--- src/rtl/ram_upload_arbiter_if.sv ---
// ram_upload_arbiter_if: upload, CPU and RAM bus bundle for ram_upload_arbiter.
// upload_sum exists only when UPLOAD_CHECKSUM_EN is defined.
interface ram_upload_arbiter_if #(
  parameter int unsigned ADDR_WIDTH = 15
) ();
  logic                  ioctl_download;
  logic [16:0]           ioctl_addr;
  logic [31:0]           ioctl_dout;
  logic                  ioctl_wr;
  logic                  cpu_req;
  logic                  cpu_we;
  logic [ADDR_WIDTH-1:0] cpu_addr;
  logic [31:0]           cpu_wdata;
  logic [3:0]            cpu_be;
  logic                  cpu_ack;
  logic [31:0]           cpu_rdata;
  logic [ADDR_WIDTH-1:0] ram_addr;
  logic [31:0]           ram_wdata;
  logic [3:0]            ram_be;
  logic                  ram_we;
  logic [31:0]           ram_rdata;
  logic                  cpu_reset;
`ifdef UPLOAD_CHECKSUM_EN
  logic [31:0]           upload_sum;
`endif

  // Arbiter side: owns the RAM port and the CPU completion/reset signals.
  modport master (
    input  ioctl_download, ioctl_addr, ioctl_dout, ioctl_wr,
    input  cpu_req, cpu_we, cpu_addr, cpu_wdata, cpu_be,
    input  ram_rdata,
    output cpu_ack, cpu_rdata,
    output ram_addr, ram_wdata, ram_be, ram_we,
    output cpu_reset
`ifdef UPLOAD_CHECKSUM_EN
    , output upload_sum
`endif
  );

  // Environment side: uploader, CPU and RAM.
  modport slave (
    output ioctl_download, ioctl_addr, ioctl_dout, ioctl_wr,
    output cpu_req, cpu_we, cpu_addr, cpu_wdata, cpu_be,
    output ram_rdata,
    input  cpu_ack, cpu_rdata,
    input  ram_addr, ram_wdata, ram_be, ram_we,
    input  cpu_reset
`ifdef UPLOAD_CHECKSUM_EN
    , input upload_sum
`endif
  );
endinterface

--- src/rtl/ram_upload_arbiter.sv ---
// ram_upload_arbiter: shares one single-port RAM between a program uploader
// and a CPU, holding the CPU in reset during and shortly after an upload.
// Optional feature macro: UPLOAD_CHECKSUM_EN (adds upload_sum).
module ram_upload_arbiter #(
  parameter int unsigned ADDR_WIDTH     = 15,
  parameter int unsigned RELEASE_CYCLES = 8
) (
  input  logic                  clk,
  input  logic                  reset,
  ram_upload_arbiter_if.master  bus
);
  localparam int unsigned CNT_W = 8;

  typedef enum logic [1:0] {IDLE, CPU_RD, LOAD, RELEASE} state_t;

  state_t                r_state;
  state_t                w_state_nxt;
  logic [CNT_W-1:0]      r_cnt;
  logic [CNT_W-1:0]      w_cnt_nxt;
  logic                  r_rd_ack;
  logic                  w_rd_ack_nxt;
  logic [31:0]           r_cpu_rdata;
  logic                  w_wr_ack;
  logic [ADDR_WIDTH-1:0] w_ioctl_waddr;
  logic                  w_unused_addr_lsb;

  // Byte address to word address; bits above the RAM range are dropped.
  assign w_ioctl_waddr     = bus.ioctl_addr[ADDR_WIDTH+1:2];
  assign w_unused_addr_lsb = ^bus.ioctl_addr[1:0];

  // State and release counter; reset lands in RELEASE so the CPU boots late.
  always_ff @(posedge clk or posedge reset) begin
    if (reset) begin
      r_state <= RELEASE;
      r_cnt   <= CNT_W'(RELEASE_CYCLES);
    end else begin
      r_state <= w_state_nxt;
      r_cnt   <= w_cnt_nxt;
    end
  end

  // Read completion: capture RAM data one cycle after the address was driven.
  always_ff @(posedge clk or posedge reset) begin
    if (reset) begin
      r_rd_ack    <= 1'b0;
      r_cpu_rdata <= '0;
    end else begin
      r_rd_ack <= w_rd_ack_nxt;
      if (w_rd_ack_nxt) begin
        r_cpu_rdata <= bus.ram_rdata;
      end
    end
  end

  // Next state and RAM port mux; an active download always wins.
  always_comb begin
    w_state_nxt   = r_state;
    w_cnt_nxt     = r_cnt;
    w_rd_ack_nxt  = 1'b0;
    w_wr_ack      = 1'b0;
    bus.ram_addr  = bus.cpu_addr;
    bus.ram_wdata = bus.cpu_wdata;
    bus.ram_be    = 4'h0;
    bus.ram_we    = 1'b0;
    case (r_state)
      IDLE: begin
        if (bus.ioctl_download) begin
          w_state_nxt = LOAD;
        end else if (bus.cpu_req) begin
          if (bus.cpu_we) begin
            bus.ram_we = 1'b1;
            bus.ram_be = bus.cpu_be;
            w_wr_ack   = 1'b1;
          end else begin
            w_state_nxt = CPU_RD;
          end
        end
      end
      CPU_RD: begin
        if (bus.ioctl_download) begin
          w_state_nxt = LOAD;
        end else begin
          w_rd_ack_nxt = 1'b1;
          w_state_nxt  = IDLE;
        end
      end
      LOAD: begin
        bus.ram_addr  = w_ioctl_waddr;
        bus.ram_wdata = bus.ioctl_dout;
        if (bus.ioctl_wr) begin
          bus.ram_we = 1'b1;
          bus.ram_be = 4'hF;
        end
        if (!bus.ioctl_download) begin
          w_state_nxt = RELEASE;
          w_cnt_nxt   = CNT_W'(RELEASE_CYCLES);
        end
      end
      RELEASE: begin
        if (bus.ioctl_download) begin
          w_state_nxt = LOAD;
        end else if (r_cnt <= CNT_W'(1)) begin
          w_state_nxt = IDLE;
        end else begin
          w_cnt_nxt = r_cnt - CNT_W'(1);
        end
      end
      default: w_state_nxt = IDLE;
    endcase
  end

  assign bus.cpu_ack   = w_wr_ack | r_rd_ack;
  assign bus.cpu_rdata = r_cpu_rdata;
  assign bus.cpu_reset = (r_state == LOAD) || (r_state == RELEASE);

`ifdef UPLOAD_CHECKSUM_EN
  logic [31:0] r_upload_sum;

  // Running sum of upload words; restarts whenever a new LOAD begins.
  always_ff @(posedge clk or posedge reset) begin
    if (reset) begin
      r_upload_sum <= '0;
    end else if ((w_state_nxt == LOAD) && (r_state != LOAD)) begin
      r_upload_sum <= '0;
    end else if ((r_state == LOAD) && bus.ioctl_wr) begin
      r_upload_sum <= r_upload_sum + bus.ioctl_dout;
    end
  end

  assign bus.upload_sum = r_upload_sum;
`endif
endmodule
--- src/flat_wrapper.sv ---
// flat-port wrapper written by rule: the top's interface ports become plain ports
module ram_upload_arbiter_flat 
#(
  parameter int unsigned ADDR_WIDTH     = 15,
  parameter int unsigned RELEASE_CYCLES = 8
)
  (clk, reset, bus_ioctl_download, bus_ioctl_addr, bus_ioctl_dout, bus_ioctl_wr, bus_cpu_req, bus_cpu_we, bus_cpu_addr, bus_cpu_wdata, bus_cpu_be, bus_ram_rdata, bus_cpu_ack, bus_cpu_rdata, bus_ram_addr, bus_ram_wdata, bus_ram_be, bus_ram_we, bus_cpu_reset);
  ram_upload_arbiter_if #(.ADDR_WIDTH(ADDR_WIDTH)) bus_i ();
  input  logic clk;
  input  logic reset;
  input wire logic [$bits(bus_i.ioctl_download)-1:0] bus_ioctl_download;
  input wire logic [$bits(bus_i.ioctl_addr)-1:0] bus_ioctl_addr;
  input wire logic [$bits(bus_i.ioctl_dout)-1:0] bus_ioctl_dout;
  input wire logic [$bits(bus_i.ioctl_wr)-1:0] bus_ioctl_wr;
  input wire logic [$bits(bus_i.cpu_req)-1:0] bus_cpu_req;
  input wire logic [$bits(bus_i.cpu_we)-1:0] bus_cpu_we;
  input wire logic [$bits(bus_i.cpu_addr)-1:0] bus_cpu_addr;
  input wire logic [$bits(bus_i.cpu_wdata)-1:0] bus_cpu_wdata;
  input wire logic [$bits(bus_i.cpu_be)-1:0] bus_cpu_be;
  input wire logic [$bits(bus_i.ram_rdata)-1:0] bus_ram_rdata;
  output wire logic [$bits(bus_i.cpu_ack)-1:0] bus_cpu_ack;
  output wire logic [$bits(bus_i.cpu_rdata)-1:0] bus_cpu_rdata;
  output wire logic [$bits(bus_i.ram_addr)-1:0] bus_ram_addr;
  output wire logic [$bits(bus_i.ram_wdata)-1:0] bus_ram_wdata;
  output wire logic [$bits(bus_i.ram_be)-1:0] bus_ram_be;
  output wire logic [$bits(bus_i.ram_we)-1:0] bus_ram_we;
  output wire logic [$bits(bus_i.cpu_reset)-1:0] bus_cpu_reset;
  assign bus_i.ioctl_download = bus_ioctl_download;
  assign bus_i.ioctl_addr = bus_ioctl_addr;
  assign bus_i.ioctl_dout = bus_ioctl_dout;
  assign bus_i.ioctl_wr = bus_ioctl_wr;
  assign bus_i.cpu_req = bus_cpu_req;
  assign bus_i.cpu_we = bus_cpu_we;
  assign bus_i.cpu_addr = bus_cpu_addr;
  assign bus_i.cpu_wdata = bus_cpu_wdata;
  assign bus_i.cpu_be = bus_cpu_be;
  assign bus_i.ram_rdata = bus_ram_rdata;
  assign bus_cpu_ack = bus_i.cpu_ack;
  assign bus_cpu_rdata = bus_i.cpu_rdata;
  assign bus_ram_addr = bus_i.ram_addr;
  assign bus_ram_wdata = bus_i.ram_wdata;
  assign bus_ram_be = bus_i.ram_be;
  assign bus_ram_we = bus_i.ram_we;
  assign bus_cpu_reset = bus_i.cpu_reset;
  ram_upload_arbiter #(.ADDR_WIDTH(ADDR_WIDTH), .RELEASE_CYCLES(RELEASE_CYCLES)) u_core (.clk(clk), .reset(reset), .bus(bus_i));
endmodule
--- config.mk ---
export PLATFORM = sky130hd
export DESIGN_NAME = ram_upload_arbiter_flat
export DESIGN_NICKNAME = d
export VERILOG_FILES = /design/src/rtl/ram_upload_arbiter_if.sv /design/src/rtl/ram_upload_arbiter.sv /design/src/flat_wrapper.sv
export SDC_FILE = /design/constraint.sdc
export NUM_CORES = 1
export LEC_CHECK = 0
export ABC_AREA = 1
export CORE_MARGIN = 2
export CORE_UTILIZATION = 34
export DETAILED_ROUTE_END_ITERATION = 10
export PLACE_DENSITY = 0.91
export SLEW_MARGIN = 20
export SYNTH_ARGS = -nofsm -noshare
export SYNTH_HDL_FRONTEND = slang
export SYNTH_SLANG_ARGS = --single-unit
--- constraint.sdc ---
create_clock -name clk -period 3.5 [get_ports clk]
set_clock_uncertainty 0.1 [all_clocks]
set_input_delay 1.05 -clock clk [delete_from_list [all_inputs] [get_ports clk]]
set_output_delay 1.05 -clock clk [all_outputs]
set_load 0.005 [all_outputs]
== Word-level counts from Yosys, hierarchy flattened ==
Cells that the tools add are included.

* Add/sub/neg operators: 1
* $lt $le $gt $ge: 1
* Reductions and logical operators: 5
* Bitwise logic cells: 1
* Multiplexer cells: 27
* Equal/unequal tests: 9

{| class="wikitable"
|+ Operator list
! cell !! count
|-
| 32-bit two-way mux || 1
|-
| 8-bit two-way mux || 3
|-
| 4-bit two-way mux || 4
|-
| 8-bit case mux with 2 select lines || 1
|-
| 15-bit two-way mux || 1
|-
| 2-bit two-way mux || 7
|-
| 8-bit by 1-bit less-or-equal comparator with 1-bit output, second input constant || 1
|-
| 2-bit case mux with 4 select lines || 1
|-
| 4-bit case mux with 2 select lines || 1
|-
| 4-bit AND reduction || 2
|-
| 8-bit by 1-bit subtractor with 8-bit output, second input constant || 1
|-
| 1-bit two-way mux || 7
|-
| 2-bit inequality test, second input constant || 3
|-
| 3-bit inequality test, second input constant || 2
|-
| 2-bit == test, second input constant || 2
|-
| 3-bit by 2-bit inequality test with 1-bit output, second input constant || 1
|-
| 2-bit by 1-bit == test with 1-bit output, second input constant || 1
|-
| 2-bit zero test || 1
|-
| 1-bit case mux with 2 select lines || 1
|-
| 2-bit nonzero test || 1
|-
| 1-bit logical OR || 1
|-
| 1-bit OR || 1
|}

* Input port bits: 138
* Register bits after elaboration: 43

== Longest topological paths before layout ==
Gate-level depths: netlist of the first run.

* Depth in word-level cells: 5
* Mapped depth: 9

== Worst setup path after synthesis of the first run ==
OpenSTA, ideal clock, no wires.

* Kind: in2out
* From: in bus_ioctl_download
* To: out bus_ram_be[0]
* Cell stages on the path: 3
* Path buffers: 0
* Data arrival time: 1.541 ns
* Slack: 0.809 ns
* Path through: nor2_1 nand3_1 o21ai_0

* Word-level cells in the longest chain between the ends: 2

{| class="wikitable"
|+ RTL lines
! item !! RTL line !! RTL
|-
| start, declared || flat_wrapper.sv:11 || <nowiki>input wire logic [$bits(bus_i.ioctl_download)-1:0] bus_ioctl_download;</nowiki>
|-
| 4-bit two-way mux || ram_upload_arbiter.sv:67 || <nowiki>if (bus.ioctl_download) begin</nowiki>
|-
| 4-bit case mux with 2 select lines || ram_upload_arbiter.sv:65 || <nowiki>case (r_state)</nowiki>
|-
| end, declared || flat_wrapper.sv:25 || <nowiki>output wire logic [$bits(bus_i.ram_be)-1:0] bus_ram_be;</nowiki>
|}

Every way passes these cells.

== Final worst setup path of the first run ==
* From: in bus_ioctl_download
* To: out bus_ram_be[1]

The elaborated chain is that of the path after synthesis.

==> impl_metrics.yaml, run 1 <==
logic_synthesis:
  ys_top_cells_by_area: "nand2_1, dfrtp_1, dfstp_2, inv_1, o21ai_0"
  mappedNetlistNets: 541
  synth_top_area_share_pct: 39.39
  synthesis.instances: 401
  syn_area_per_cell_um2: 6.393
  synthesis_warning_total: 0
  yosysSeqAreaShare_pct: 42.12
  syn_area_um2: 2564
  synth.ff_latch_count: 43
  netlist-cell-type-count: 20
  most_area_hungry_cell_type_in_the_yosys_netlist: "nand2_1"
final_layout:
  num-fill-cells: 609
  nets: 759
  stdcell_area_um2: 4937
  area.growth.synth_to_final_pct: 92.58
  layout-drive-gt1-share_pct: 4.516
  utilization_pct: 67.71
  antenna_cells: 0
sta:
  rsz0062_at_grt: "no"
  hold_viol: 0
  setup_viol_count_final: 0
  period_minus_slack_ns: 3.417
  max_clock_freq_ghz: 0.2926
  post-route-period-util_pct: 97.63
  fin_ws_ns: 0.08286
  timing_max_transition_violations_final: 0
  maxSlewHeadroom_pct: 39.49
  max_slew.worst_pin.slew_ns: 0.9021
clock_tree:
  clkLatencyLatePin_ns: 0.30
  ctsLongestPathBuffers: 2
  cts_hold_buf: 0
  clock_tree_from_tritoncts: "yes"
  cts_max_level: 2
  cts_inserted_buffers: 5
  root_buffer_selected_by_cts: "clkbuf_8"
  clkSinkCount: 43
  clk_pin_slew_worst_paths_ns: 0.07
run:
  timing.max_cap.violations: 0
floorplanning:
  core-area_um2: 7292
  die_height_um: 90.84
  start_util_pct: 35.16
  die_area_um2: 8251
  floorplan.die.width_um: 90.84
  io_pins: 224
  fp-row-count: 31
setup_path:
  setup.worst_path.end_class: "primary output"
  type_of_the_worst_setup_path: "input port to primary output"
  cp_data_required_time_ns: 2.35
  path_max_fanout: 6
  startpoint_type: "input port"
  reg2reg_slack_ns: 1.69
  data_arrival_time_of_the_critical_path_ns: 2.27
global_routing:
  grt_start_max_net_pins: 49
  first_global_vias: 3377
  gr_overflow_total: 0
  grt_usage_pct: 24.80
  grt_antenna_before_repair: 0
  grt_first_pass_wirelength_mm: 16.53
route:
  dr_total_vias: 3302
  via_per_inst: 4.592
  firstDrtPassIters: 7
  finalWirelength_mm: 10.20
  post_drt_wl_per_cell_um: 14.18
  detail_route.iter0.violations: 162
  ant_nets: 0
  post-route-drc-count: 0
min_path:
  min_path_type: "flop to flop"
placement:
  globalplace.congestion: 0.9655
  placement.setup.worst_slack_ns: -0.3113
  dp.final_hpwl_mm: 8.158
  portBuffers: 221
  postPlaceCellArea_um2: 4822
power_and_ir_drop:
  leakagePower_nw: 2.444
  p_total_w: 0.003479
  power_density_nw_per_um2: 704.6
  vdd.ir_drop.worst_mv: 0.4462
run_status:
  status: "completed"
## kinds of logic (layout without fill, tap and decap cells)
family / after synthesis / in the layout / synth area share [%]
AND/OR/NAND/NOR: 301 / 301 / 45.78
buffers and inverters: 39 / 258 / 7.710
adder cells (fa/ha/maj): 2 / 2 / 0.9759
AO/OA/AOI/OAI: 14 / 14 / 2.733
XOR/XNOR: 2 / 2 / 0.6834
flip-flops: 43 / 43 / 42.12
## sequential cells by signal (all words and copies together) (netlist names)
name,count
u_core.r_cnt,8
u_core.bus.cpu_rdata,32
u_core.r_state,2
u_core.r_rd_ack,1
## area by class of cell
type / instances / area [µm²] / area share [%]
timing repair buffer: 228 / 2257 / 45.72
inverter: 22 / 85.08 / 1.723
tap: 99 / 123.9 / 2.509
clock buffer: 6 / 72.57 / 1.470
sequential: 43 / 1080 / 21.87
multi-input combinational: 319 / 1306 / 26.46
clock inverter: 2 / 12.51 / 0.2534
## path summary, 6_finish.rpt
kind / start / to / cells after the start
worst min-delay path: u_core.bus.cpu_rdata[7] / u_core.bus.cpu_rdata[7] / 2
worst max-delay path: bus_ioctl_download / bus_ram_be[1] / 6
max in group asynchronous: reset / u_core.bus.cpu_rdata[16] / 3
worst max register to register: u_core.r_cnt[0] / u_core.r_cnt[2] / 8
min in group asynchronous: reset / u_core.r_cnt[7] / 2
worst min register to register: u_core.bus.cpu_rdata[7] / u_core.bus.cpu_rdata[7] / 2
## worst max-delay path, stage by stage
cell and delay (ns):
clkdlybuf4s50_1 0.44, nor2_2 0.19, nand3_4 0.14, buf_4 0.16, o21ai_1 0.14, clkbuf_2 0.14
## synthesized netlist by cell type
| library cell | count |
|---|---|
| dfstp_2 | 3 |
| buf_2 | 5 |
| inv_2 | 4 |
| nor3_4 | 1 |
| xor2_1 | 1 |
| buf_6 | 3 |
| nor2_4 | 1 |
| nand2_1 | 269 |
| clkbuf_1 | 3 |
| nand3_1 | 11 |
| nand4_1 | 3 |
| nor2_1 | 15 |
| buf_4 | 6 |
| ha_1 | 2 |
| a21oi_1 | 1 |
| and2_1 | 1 |
| o21ai_0 | 13 |
| inv_1 | 18 |
| dfrtp_1 | 40 |
| xnor2_1 | 1 |
## metrics by stage
step / hold WS [ns] / instances / TNS, ns
3_3_place_gp: 0.3536 / 709 / -1.387
6_report: 0.3748 / 719 / 0
3_5_place_dp: 0.3573 / 709 / -1.480
5_1_grt: 0.3940 / 719 / 0
4_1_cts: 0.3772 / 719 / 0
2_1_floorplan: 0.3650 / 401 / 0
## timing repair
item,in CTS,in global routing
cloned,0,0
setup endpoints to repair,6,38
resized for setup,15,5
setup buffers,2,0
pin swaps,2,1
## cells in the final DEF, fill, tap and decap left out, drive strengths merged, types with 2 or more instances in the layout
cell type      count
nand3             11
buf                7
clkdlybuf4s50    215
clkinv             2
inv               21
clkbuf             7
ha                 2
dfstp              3
dlygate4sd2        5
o21ai             13
dfrtp             40
nor2              16
nand4              3
nand2            269
## routing by layer
metal,vias to the layer above,GRT usage (%),share of wire [%]
met5,-,0,0
met3,26,8.765,10
li1,1641,-,-
met2,164,44.22,47
met1,1471,26.54,39
met4,0,10.35,3.9
## where the power goes
group | leakage, nW | switching, W | total [W] | internal [W]
clock | 0.0412 | 0.000167 | 0.000307 | 0.000139
sequential | 0.544 | 0.000157 | 0.000884 | 0.000727
combinational | 1.86 | 0.00108 | 0.00229 | 0.00121
Note: power is estimated with default switching activity, not from simulation.
==> run 2, diff against run 1 <==
--- a/config.mk
+++ b/config.mk
@@ -14,3 +14,4 @@
 export SYNTH_ARGS = -nofsm -noshare
 export SYNTH_HDL_FRONTEND = slang
 export SYNTH_SLANG_ARGS = --single-unit
+export TNS_END_PERCENT = 1
==> run 2 against run 1 <==
Clock power is essentially flat. Non-clock buffer count shrank 1. Critical endpoint is now bus_ram_addr[14]. Power grew 0.14%. Die area is the same.
==> impl_metrics.yaml, run 2 (synthesis gave the netlist of run 1 again) <==
run_status:
  status: "completed"
power_and_ir_drop:
  vdd.ir_drop.worst_mv: 0.4458
  p_int_w: 0.002083
  combPwrFrac_pct: 65.8
  clockPowerShare_pct: 8.8
  p_total_w: 0.003483
  power_density_nw_per_um2: 704.5
  seq_power_share_pct: 25.4
  power.net_switching_w: 0.001401
  swShare_pct: 40.21
  leakagePower_nw: 2.472
clock_tree:
  clkSinkCount: 43
  cts_inserted_buffers: 5
  root_buffer_selected_by_cts: "clkbuf_8"
  clk_pin_slew_worst_paths_ns: 0.07
  ctsLongestPathBuffers: 2
  cts_max_level: 2
  clock_tree_from_tritoncts: "yes"
  cts_hold_buf: 0
  clkLatencyLatePin_ns: 0.30
final_layout:
  num-fill-cells: 606
  layout-drive-gt1-share_pct: 4.200
  multiInputGateArea_um2: 1306
  most_frequent_standard_cell_in_the_layout_excluding_fill_and_tap_cells: "nand2_1"
  nets: 758
  final_cell_mix: "nand2_1, clkdlybuf4s50_1, dfrtp_1, inv_1, nor2_1"
  antenna_cells: 0
  post_layout_nonfiller_instances: 718
  area.growth.synth_to_final_pct: 92.87
  layout.area.seq_um2: 1080
  utilization_pct: 67.81
  largest_register_ff_count: 32
route:
  ant_nets: 0
  finalWirelength_mm: 10.18
  post_drt_wl_per_cell_um: 14.18
  post-route-drc-count: 0
  via_per_inst: 4.584
  dr_total_vias: 3291
  firstDrtPassIters: 5
  detail_route.iter0.violations: 151
floorplanning:
  die_area_um2: 8251
  start_util_pct: 35.16
  fp-row-count: 31
  core-area_um2: 7292
  floorplan.die.width_um: 90.84
  die_height_um: 90.84
  io_pins: 224
sta:
  maxSlewHeadroom_pct: 39.41
  hold_slack_ns: 0.3748
  post-route-period-util_pct: 99.46
  timing_max_transition_violations_final: 0
  rsz0062_at_grt: "yes"
  setup_viol_count_final: 0
  period_minus_slack_ns: 3.481
  hold_viol: 0
  fin_tns_setup_ns: 0
  max_clock_freq_ghz: 0.2873
  max_slew.worst_pin.slew_ns: 0.9033
setup_path:
  cp_data_required_time_ns: 2.35
  timing.critical_path.mode_cell: "nand2_1"
  data_arrival_time_of_the_critical_path_ns: 2.33
  cp_peak_stage_delay_ns: 0.60
  cpMaxStageDelayCell: "dfstp_2"
  setup.worst_path.end_class: "primary output"
  buf_inv_stages_crit_path: 2
  startpoint_type: "flop"
  r2r_cells: 8
  worstSetupPathDepth: 5
  type_of_the_worst_setup_path: "flop to primary output"
  path_max_fanout: 48
  worst_r2r_endpoint: "u_core.r_cnt[2]"
  crit_path_cell_trace: "nor2_4 -> inv_2 -> nand2_1 -> nand2_1 -> clkdlybuf4s50_1"
  reg2reg_slack_ns: 1.69
  cpLargestDelayFamily: "buffers and inverters"
  rr_startpoint: "u_core.r_cnt[0]"
global_routing:
  grt_antenna_before_repair: 0
  grt_usage_pct: 24.77
  first_global_vias: 3367
  grt_start_max_net_pins: 49
  grt_first_pass_wirelength_mm: 16.50
  gr_overflow_total: 0
run:
  timing.max_cap.violations: 0
placement:
  dp.final_hpwl_mm: 8.158
  globalplace.congestion: 0.9655
  dp.cells: 709
  portBuffers: 221
min_path:
  hold-path-cell-count: 2
  min_path_type: "flop to flop"
  worstHoldStart: "u_core.bus.cpu_rdata[7]"
  min_delay_worst_endpoint: "u_core.bus.cpu_rdata[7]"
-- run 2: worst max-delay path by stage --
| stage | end | startpoint |
|---|---|---|
| after floorplan | bus_ram_be[0] | bus_ioctl_download |
| after global placement | bus_ram_be[3] | bus_ioctl_download |
| after detailed placement | bus_ram_be[1] | bus_ioctl_download |
| after CTS | bus_ram_be[3] | bus_ioctl_download |
| after global routing | bus_ram_wdata[25] | u_core.r_state[0] |
| final | bus_ram_addr[14] | u_core.r_state[0] |
-- run 2: layout make-up --
class | count | area share, %
sequential | 43 | 21.84
timing repair buffer | 227 | 45.85
inverter | 22 | 1.670
multi-input combinational | 319 | 26.42
tap | 99 | 2.505
clock inverter | 2 | 0.2530
clock buffer | 6 | 1.468
-- run 2: routing by layer --
layer | GRT usage, % | part of all wire, % | wire length, µm
met4 | 10.35 | 4.1 | 418
met5 | 0 | 0 | 0
met3 | 8.765 | 10 | 1032
met1 | 26.54 | 38 | 3920
met2 | 44.09 | 47 | 4812
-- run 2: timing repair --
action,4_1_cts,5_1_grt
setup buffers,1,0
endpoints found under the setup margin,6,40
pin swaps,2,0
gates resized for setup,10,7
-- run 2: metrics by stage --
stage,setup WS [ns],area [µm²]
after global placement,-0.2719,4822
final,0.01886,4945
after CTS,-0.07411,4926
after floorplan,0.8092,2564
after global routing,-0.09555,4945
after detailed placement,-0.3113,4822
-- run 2: power by group through the flow --
stage	Clock [W]	Sequential (W)	Combinational [W]
final	0.000307	0.000883	0.00229
after CTS	0.000313	0.000882	0.00231
after floorplan	0	0.000876	0.000998
after global placement	0	0.000873	0.00222
after detailed placement	0	0.000885	0.00229
after global routing	0.000332	0.000909	0.00253
-- run 2: worst reg2reg max path, cell delays in order, from the launching register on --
cell,delay (ns)
dfrtp_1,0.44
inv_1,0.15
ha_1,0.28
nor2_1,0.07
nor2_1,0.13
nand3_1,0.10
nand2_1,0.07
nand2_1,0.14
o21ai_0,0.23
